**src/rtl/microcode_sequencer_n.sv**
```systemverilog
// Microcode sequencer for the tau processor: fetch/decode/execute control
// with flag branches, a bounded call/return stack and sticky fault flags.
module microcode_sequencer_n #(
  parameter int ADDRESS_WIDTH = 16,
  parameter int FLAG_WIDTH    = 8,
  parameter int STACK_DEPTH   = 4,
  parameter int FETCH_CYCLES  = 1
) (
  input  logic                          clock,
  input  logic                          reset,
  input  logic                          enable,
  input  logic [ADDRESS_WIDTH-1:0]      opcode_address,
  input  logic [FLAG_WIDTH-1:0]         flags,
  input  logic                          finish,
  input  logic                          branch,
  input  logic                          call,
  input  logic                          ret,
  input  logic [$clog2(FLAG_WIDTH)-1:0] flag_select,
  input  logic                          branch_polarity,
  input  logic [ADDRESS_WIDTH-1:0]      branch_target,
  output logic [ADDRESS_WIDTH-1:0]      microcode_address,
  output logic                          microcode_rom_read_enable,
  output logic                          program_counter_enable,
  output logic                          stack_overflow,
  output logic                          stack_underflow,
  output logic                          busy
);

  localparam int SP_W  = $clog2(STACK_DEPTH + 1);
  localparam int IDX_W = (STACK_DEPTH > 1) ? $clog2(STACK_DEPTH) : 1;
  localparam int FC_W  = (FETCH_CYCLES > 1) ? $clog2(FETCH_CYCLES) : 1;

  localparam logic [SP_W-1:0] SP_FULL = SP_W'(STACK_DEPTH);
  localparam logic [FC_W-1:0] FC_LAST = FC_W'(FETCH_CYCLES - 1);

  typedef enum logic [1:0] {
    IDLE,
    FETCH,
    DECODE,
    EXECUTE
  } state_t;

  state_t                   state, state_d;
  logic [ADDRESS_WIDTH-1:0] addr_d;
  logic [ADDRESS_WIDTH-1:0] addr_inc;
  logic [SP_W-1:0]          sp, sp_d;
  logic [FC_W-1:0]          fcnt, fcnt_d;
  logic                     ovf_d, unf_d;
  logic                     push;
  logic                     taken;
  logic [IDX_W-1:0]         push_idx, pop_idx;
  logic [ADDRESS_WIDTH-1:0] stack [STACK_DEPTH];

  assign addr_inc = microcode_address + 1'b1;
  assign push_idx = IDX_W'(sp);
  assign pop_idx  = IDX_W'(sp - 1'b1);
  assign taken    = (flags[flag_select] == branch_polarity);
  assign busy     = (state != IDLE);

  always_ff @(posedge clock or posedge reset) begin
    if (reset) begin
      state             <= IDLE;
      microcode_address <= '0;
      sp                <= '0;
      fcnt              <= '0;
      stack_overflow    <= 1'b0;
      stack_underflow   <= 1'b0;
    end else begin
      state             <= state_d;
      microcode_address <= addr_d;
      sp                <= sp_d;
      fcnt              <= fcnt_d;
      stack_overflow    <= ovf_d;
      stack_underflow   <= unf_d;
    end
  end

  // Stack contents need no reset: entries are only read below sp.
  always_ff @(posedge clock) begin
    if (push) stack[push_idx] <= addr_inc;
  end

  always_comb begin
    state_d                   = state;
    addr_d                    = microcode_address;
    sp_d                      = sp;
    fcnt_d                    = fcnt;
    ovf_d                     = stack_overflow;
    unf_d                     = stack_underflow;
    push                      = 1'b0;
    microcode_rom_read_enable = 1'b0;
    program_counter_enable    = 1'b0;
    unique case (state)
      IDLE: begin
        fcnt_d = '0;
        if (enable && !stack_overflow && !stack_underflow)
          state_d = FETCH;
      end
      FETCH: begin
        if (fcnt == FC_LAST) begin
          fcnt_d  = '0;
          state_d = DECODE;
        end else begin
          fcnt_d = fcnt + 1'b1;
        end
      end
      DECODE: begin
        addr_d  = opcode_address;
        state_d = EXECUTE;
      end
      EXECUTE: begin
        microcode_rom_read_enable = 1'b1;
        priority case (1'b1)
          finish: begin
            program_counter_enable = 1'b1;
            state_d = enable ? FETCH : IDLE;
          end
          ret: begin
            if (sp != '0) begin
              addr_d = stack[pop_idx];
              sp_d   = sp - 1'b1;
            end else begin
              unf_d   = 1'b1;
              state_d = IDLE;
            end
          end
          call: begin
            if (sp != SP_FULL) begin
              push   = 1'b1;
              sp_d   = sp + 1'b1;
              addr_d = branch_target;
            end else begin
              ovf_d   = 1'b1;
              state_d = IDLE;
            end
          end
          branch: begin
            addr_d = taken ? branch_target : addr_inc;
          end
          default: begin
            addr_d = addr_inc;
          end
        endcase
      end
      default: state_d = IDLE;
    endcase
  end

endmodule

```
**config.mk**
```make
export PLATFORM = sky130hd
export DESIGN_NAME = microcode_sequencer_n
export DESIGN_NICKNAME = d
export VERILOG_FILES = /design/src/rtl/microcode_sequencer_n.sv
export SDC_FILE = /design/constraint.sdc
export NUM_CORES = 1
export LEC_CHECK = 0
export CAP_MARGIN = 20
export CORE_AREA = 2 2 95 97
export DETAILED_ROUTE_END_ITERATION = 8
export DIE_AREA = 0 0 97 99
export PLACE_DENSITY = 0.86
export SETUP_SLACK_MARGIN = 0.1
export SLEW_MARGIN = 20
export SYNTH_ARGS = -nofsm -noshare
export SYNTH_HDL_FRONTEND = slang
export SYNTH_SLANG_ARGS = --single-unit
```
**constraint.sdc**
```tcl
create_clock -name clock -period 3.6 [get_ports clock]
set_input_delay 0.72 -clock clock [delete_from_list [all_inputs] [get_ports clock]]
set_output_delay 0.72 -clock clock [all_outputs]
set_load 0.01 [all_outputs]
```
Yosys cells after proc, flatten, opt, wreduce, memory -nomap -nowiden --
Memory sizes are Yosys's and may differ from the RTL's. Cells that the tools add are included. W data, S select, Z words.
Word-level totals: bits in registers 24, bits in writable memories 64, input port bits 51, output and inout port bits 21, logic and storage cells 81, memories 1
Memories:
- stack | words 4, width 16, rd ports 1, clocked after Yosys merged registers in 0, write ports 1, RTL line 52 | logic [ADDRESS_WIDTH-1:0] stack [STACK_DEPTH];
Cells by class: add/subtract/negate cells 4, order comparisons 1, equal/unequal tests 14, multiplexer cells 35, bitwise operators 4, reductions and logical operators 16
Operators by type and width (count):
- $mux W16 | 7
- $pmux W16 S2 | 1
- $add A16 B1 Y16 const B | 1
- $ne A4 B4 Y1 const B | 4
- $reduce_and A5 Y1 | 3
- $mux W2 | 7
- $mux W1 | 13
- $mux W3 | 4
- $reduce_bool A2 Y1 | 5
- $pmux W2 S4 | 1
- $reduce_and A4 Y1 | 2
- $ne A2 B2 Y1 const B | 3
- $ne A3 B3 Y1 const B | 2
- $eq A2 B2 Y1 const B | 2
- $lt A3 B4 Y1 const B | 1
- $not A1 Y1 | 4
- $add A3 B1 Y3 const B | 1
- $bmux W1 S3 | 1
- $reduce_bool A3 Y1 | 1
- $sub A3 B1 Y3 const B | 1
- $eq A2 B1 Y1 const B | 1
- $logic_and A1 B1 Y1 | 2
- $logic_not A1 Y1 | 2
- $logic_not A2 Y1 | 1
- 4 further kinds | 4

Longest topological paths before layout --
depth after elaboration 9, mapped depth 10, depth with buffers taken out 7

Least setup slack after synthesis --
OpenSTA, ideal clock, no wires.
kind reg-to-reg, start point reg sp[0], end point reg microcode_address[8], setup time 0.129 ns, arrival time 2.578 ns, required time 3.471 ns, setup slack 0.893 ns, cell stages (with the launch flop) 11, buffers on the path 4, clock period less this slack 2.707 ns, cell sequence dfrtp_1 -> buf_2 -> buf_2 -> inv_1 -> ha_1 -> clkbuf_1 -> clkbuf_1 -> mux4_2 -> nand3_1 -> and3_1 -> o32ai_1
Between the ends: word-level cells in the longest chain between the ends 6, elaborated cells between the ends (all ways) 11, classes of those cells 1 x add/sub; 3 x eq/ne; 4 x mux; 2 x reduce/logical; 1 x memory
Ends and longest elaborated chain:
- from (decl) | RTL line 46 | logic [SP_W-1:0] sp, sp_d;
- from (signal assigned) | RTL line 71 | sp <= sp_d;
- $sub A3 B1 Y3
- named net pop_idx[0] | RTL line 51 | logic [IDX_W-1:0] push_idx, pop_idx;
- $mem_v2 Z4 W16
- $mux W16 | RTL line 119 | if (sp != '0) begin
- $mux W16 (2 in a row) | RTL line 113 | priority case (1'b1)
- $pmux W16 S2 | RTL line 93 | unique case (state)
- to (signal assigned) | RTL line 70 | microcode_address <= addr_d;
- to (decl) | RTL line 21 | output logic [ADDRESS_WIDTH-1:0] microcode_address,
The timed path passes the listed nets, and every way through them passes these cells. The select of a mux whose other input is x is not followed. A chain may end at the register's enable or synchronous reset.

Worst setup path in the final report --
start point in flag_select[0], end point reg microcode_address[14]
Between the ends: word-level cells in the longest chain between the ends 9
Ends and longest elaborated chain:
- from (decl) | RTL line 18 | input logic [$clog2(FLAG_WIDTH)-1:0] flag_select,
- $bmux W1 S3 | RTL line 57 | assign taken = (flags[flag_select] == branch_polarity);
- $mux W1 (not written as such) | RTL line 57
- $eq A1 B1 Y1 | RTL line 57
- $mux W16 | RTL line 138 | addr_d = taken ? branch_target : addr_inc;
- $mux W16 (4 in a row) | RTL line 113
- $pmux W16 S2 | RTL line 93
No other way between the ends. The select of a mux whose other input is x is not followed.

==> key figures <==
Route
  – Total number of vias: around 3,500
  – Pre-antenna DRT Iters: 5
  – Number of DRC markers in iteration 0: 314
  – Vias per cell: between 6 and 7
  – DR WL/cell: 20.8 um
  – Drt total wl: 11,500 um
  – # DRC: 0
  – Final antenna-violating net count: 0

Final layout
  – Fin util: 65.4%
  – Area of the multi-input gates: 0.00185 mm^2
  – Layout area overhead: 23.7%
  – ANT cells: 0
  – Share of cells above drive strength 1: 13.1%
  – Final nets: 500
  – Fill count: a little over 600
  – Reg area: 0.00250 mm^2

Global routing
  – GRT Residual Overflow: 0
  – Largest net degree at the start of global routing: 29
  – Initial antenna violation count: 0
  – First-pass GRT wire length: 18,200 um
  – Vias in the first global route: 3,489
  – Tot GR Track Use: between 20% and 30%

Clock network
  – Root buffer cell: clkbuf_8
  – Sink Count: 87
  – CTS Hold Bufs: 0
  – H-tree depth: 3
  – Clock Path Buffers: 2
  – CTS buffer count: 9
  – Clock Latency Late Sink: 360 ps
  – # Post-CTS Setup Buffers: 0
  – Clk slew on worst S/H paths: ~90 ps
  – Post-CTS Resized: 0
  – CTS tree: yes

Die
  – Row Count: 34
  – Die H: 99 um
  – Initial Utilization: 52.9%
  – Core Area: around 0.0086 mm^2
  – Die width: 97 um
  – DIE AREA: between 0.009 and 0.01 mm^2
  – Ports: 72

Setup path
  – WP data arrival: 3130 ps
  – Critical-path cell list: clkdlybuf4s50_1, mux2_1, mux4_2, mux2i_2, buf_4, a21oi_1, o32ai_1
  – CP endpoint kind: register
  – CP max-delay cell: clkdlybuf4s50_1
  – Worst reg2reg setup slack: 800 ps
  – CP Launch Type: primary input
  – Top delay family on crit path: multiplexers
  – Critical path fanouts, max: 8
  – Crit path buf inv count: 2
  – Slowest stage delay, CP: 560 ps
  – WP data required: 3850 ps
  – Setup CP Type: in -> reg

Power
  – Flop pwr share: 37.8%
  – Clk network pwr share: 16.3%
  – PD cells: 744 mW/mm^2
  – Leak: 2.00 nW
  – Sw frac: 38.4%
  – Logic pwr share: 45.9%
  – Internal power: between 0.002 and 0.003 W
  – Peak VDD IR: 420 uV
  – Psw: 0.00159 W

Yosys
  – Syn nets: about 420
  – Post-synth EDFFs: 64
  – Post-synth cell types: 42
  – Post-Synthesis Mean Instance Area: 12.4 um^2
  – Syn Inst Count: 363
  – Synth Register Bits: 87
  – Sequential fraction of the synthesis area: 55.3%
  – Yosys top cell area share: 42.5%
  – Synth async-reset ratio: 26.4%
  – Most frequent cell after synthesis: edfxtp_1
  – Top cells by count, synth: edfxtp_1, nand3_1, dfrtp_1, nor2_1, inv_1
  – Yosys synthesis warning count: 0
  – Post-synth top area cell: edfxtp_1
  – Post-Synthesis Cell Area: 0.00452 mm^2
  – Top post-synthesis cells by area: edfxtp_1, dfrtp_1, mux4_2
  – Top_reg_cell synth: edfxtp_1

Flow run
  – Maxcap violations: 0

Min path
  – Worst hold-check path type: reg -> reg

Placed design
  – Input/output buffers: between 70 and 80
  – Post-DP HPWL: 7790 um
  – Pre-CTS WS: between 400 and 500 ps
  – Final RePlAce weighted congestion: 0.907

STA
  – Achievable Freq: 0.347 GHz
  – Final min period: 2880 ps
  – # setup viols final: 0
  – Final worst-path cycle share: 80.0%
  – RSZ-0062 raised after global routing: false
  – Fin. max-slew vios: 0
  – Setup TNS Final: 0 ps
  – Worst-Margin Slew: 984 ps
  – Worst Slack Setup Final: 721 ps
  – Post-Route Skew: 7.74 ps
  – Max_slew headroom: roughly a third
  – Final hold vios: 0

Run status
  – Outcome: finished clean
power groups by stage:
stage | registers [W] | clock network [W] | logic (W)
floorplan | 0.00157 | 0 | 0.00121
global placement | 0.00157 | 0 | 0.00179
detailed placement | 0.00158 | 0 | 0.00188
CTS | 0.00156 | 0.000680 | 0.00189
global route | 0.00160 | 0.000721 | 0.00207
finish | 0.00157 | 0.000677 | 0.00191
layout make-up:
class / count / share of cell area [%]
flip-flops and latches: 87 / 44.7
multi-input cells: 235 / 33.2
repair buffers: 87 / 15.0
well taps: 108 / 2.42
clock buffers: 9 / 2.22
inverters: 19 / 1.28
clock inverters: 7 / 1.25
routing by layer:
layer  routed length, um  vias to the layer above  global-route usage [%]
met5                   0                        -                       0
met4                 331                        0                    9.75
met3                 979                       39                    5.32
met2                5620                      213                    40.0
met1                4540                     1671                    32.5
li1                    -                     1527                       -
path summary, 6_finish.rpt:
path,to,start,cells past startpoint
worst max register to register,microcode_address[14],state[1],6
worst max-delay path,microcode_address[14],flag_select[0],7
min in group asynchronous,microcode_address[13],reset,2
worst min-delay path,stack_overflow,stack_overflow,1
max in group asynchronous,microcode_address[8],reset,3
worst min register to register,stack_overflow,stack_overflow,1
flip-flops by register name, summed over array words and instances, names as in the netlist:
| signal | flops |
|---|---|
| stack_overflow | 1 |
| stack | 64 |
| sp | 3 |
| state | 2 |
| stack_underflow | 1 |
| microcode_address | 16 |
cell families after synthesis:
logic type,Yosys count,synth area share (%)
and+or+nand+nor,117,13.4
DFF,87,55.3
AOI/OAI and AO/OA,64,10.2
buffers and inverters,41,4.01
muxes,28,11.2
xor gates and xnor gates,16,3.10
adders and majority gates,10,2.77
metrics by stage:
| step | hold WS [ps] | std cells | total power [W] | area, um^2 |
|---|---|---|---|---|
| 6_report | 526 | 552 | 0.00416 | 5590 |
| 5_1_grt | 547 | 552 | 0.00439 | 5590 |
| 4_1_cts | 533 | 551 | 0.00414 | 5570 |
| 3_5_place_dp | 515 | 535 | 0.00347 | 5370 |
| 3_3_place_gp | 494 | 535 | 0.00336 | 5370 |
| 2_1_floorplan | 533 | 363 | 0.00278 | 4520 |
placed cells by master (no fill, tap or decap), drive strengths merged, types with 2 or more instances in the layout:
cell,count
clkinv,3
o32ai,10
nor4,3
mux2,5
inv,21
nand2,10
clkdlybuf4s50,71
o221ai,2
o21bai,5
nor3,14
xnor2,5
o2111ai,6
nand4,3
mux4,17
dfrtp,23
mux2i,6
a21oi,14
clkbuf,9
buf,16
and3,12
nand2b,14
nor2b,3
and2,7
edfxtp,64
nor2,23
ha,10
xor2,11
nand3,24
o21ai,18
o311ai,4
Power figures use the tool's default switching activity.
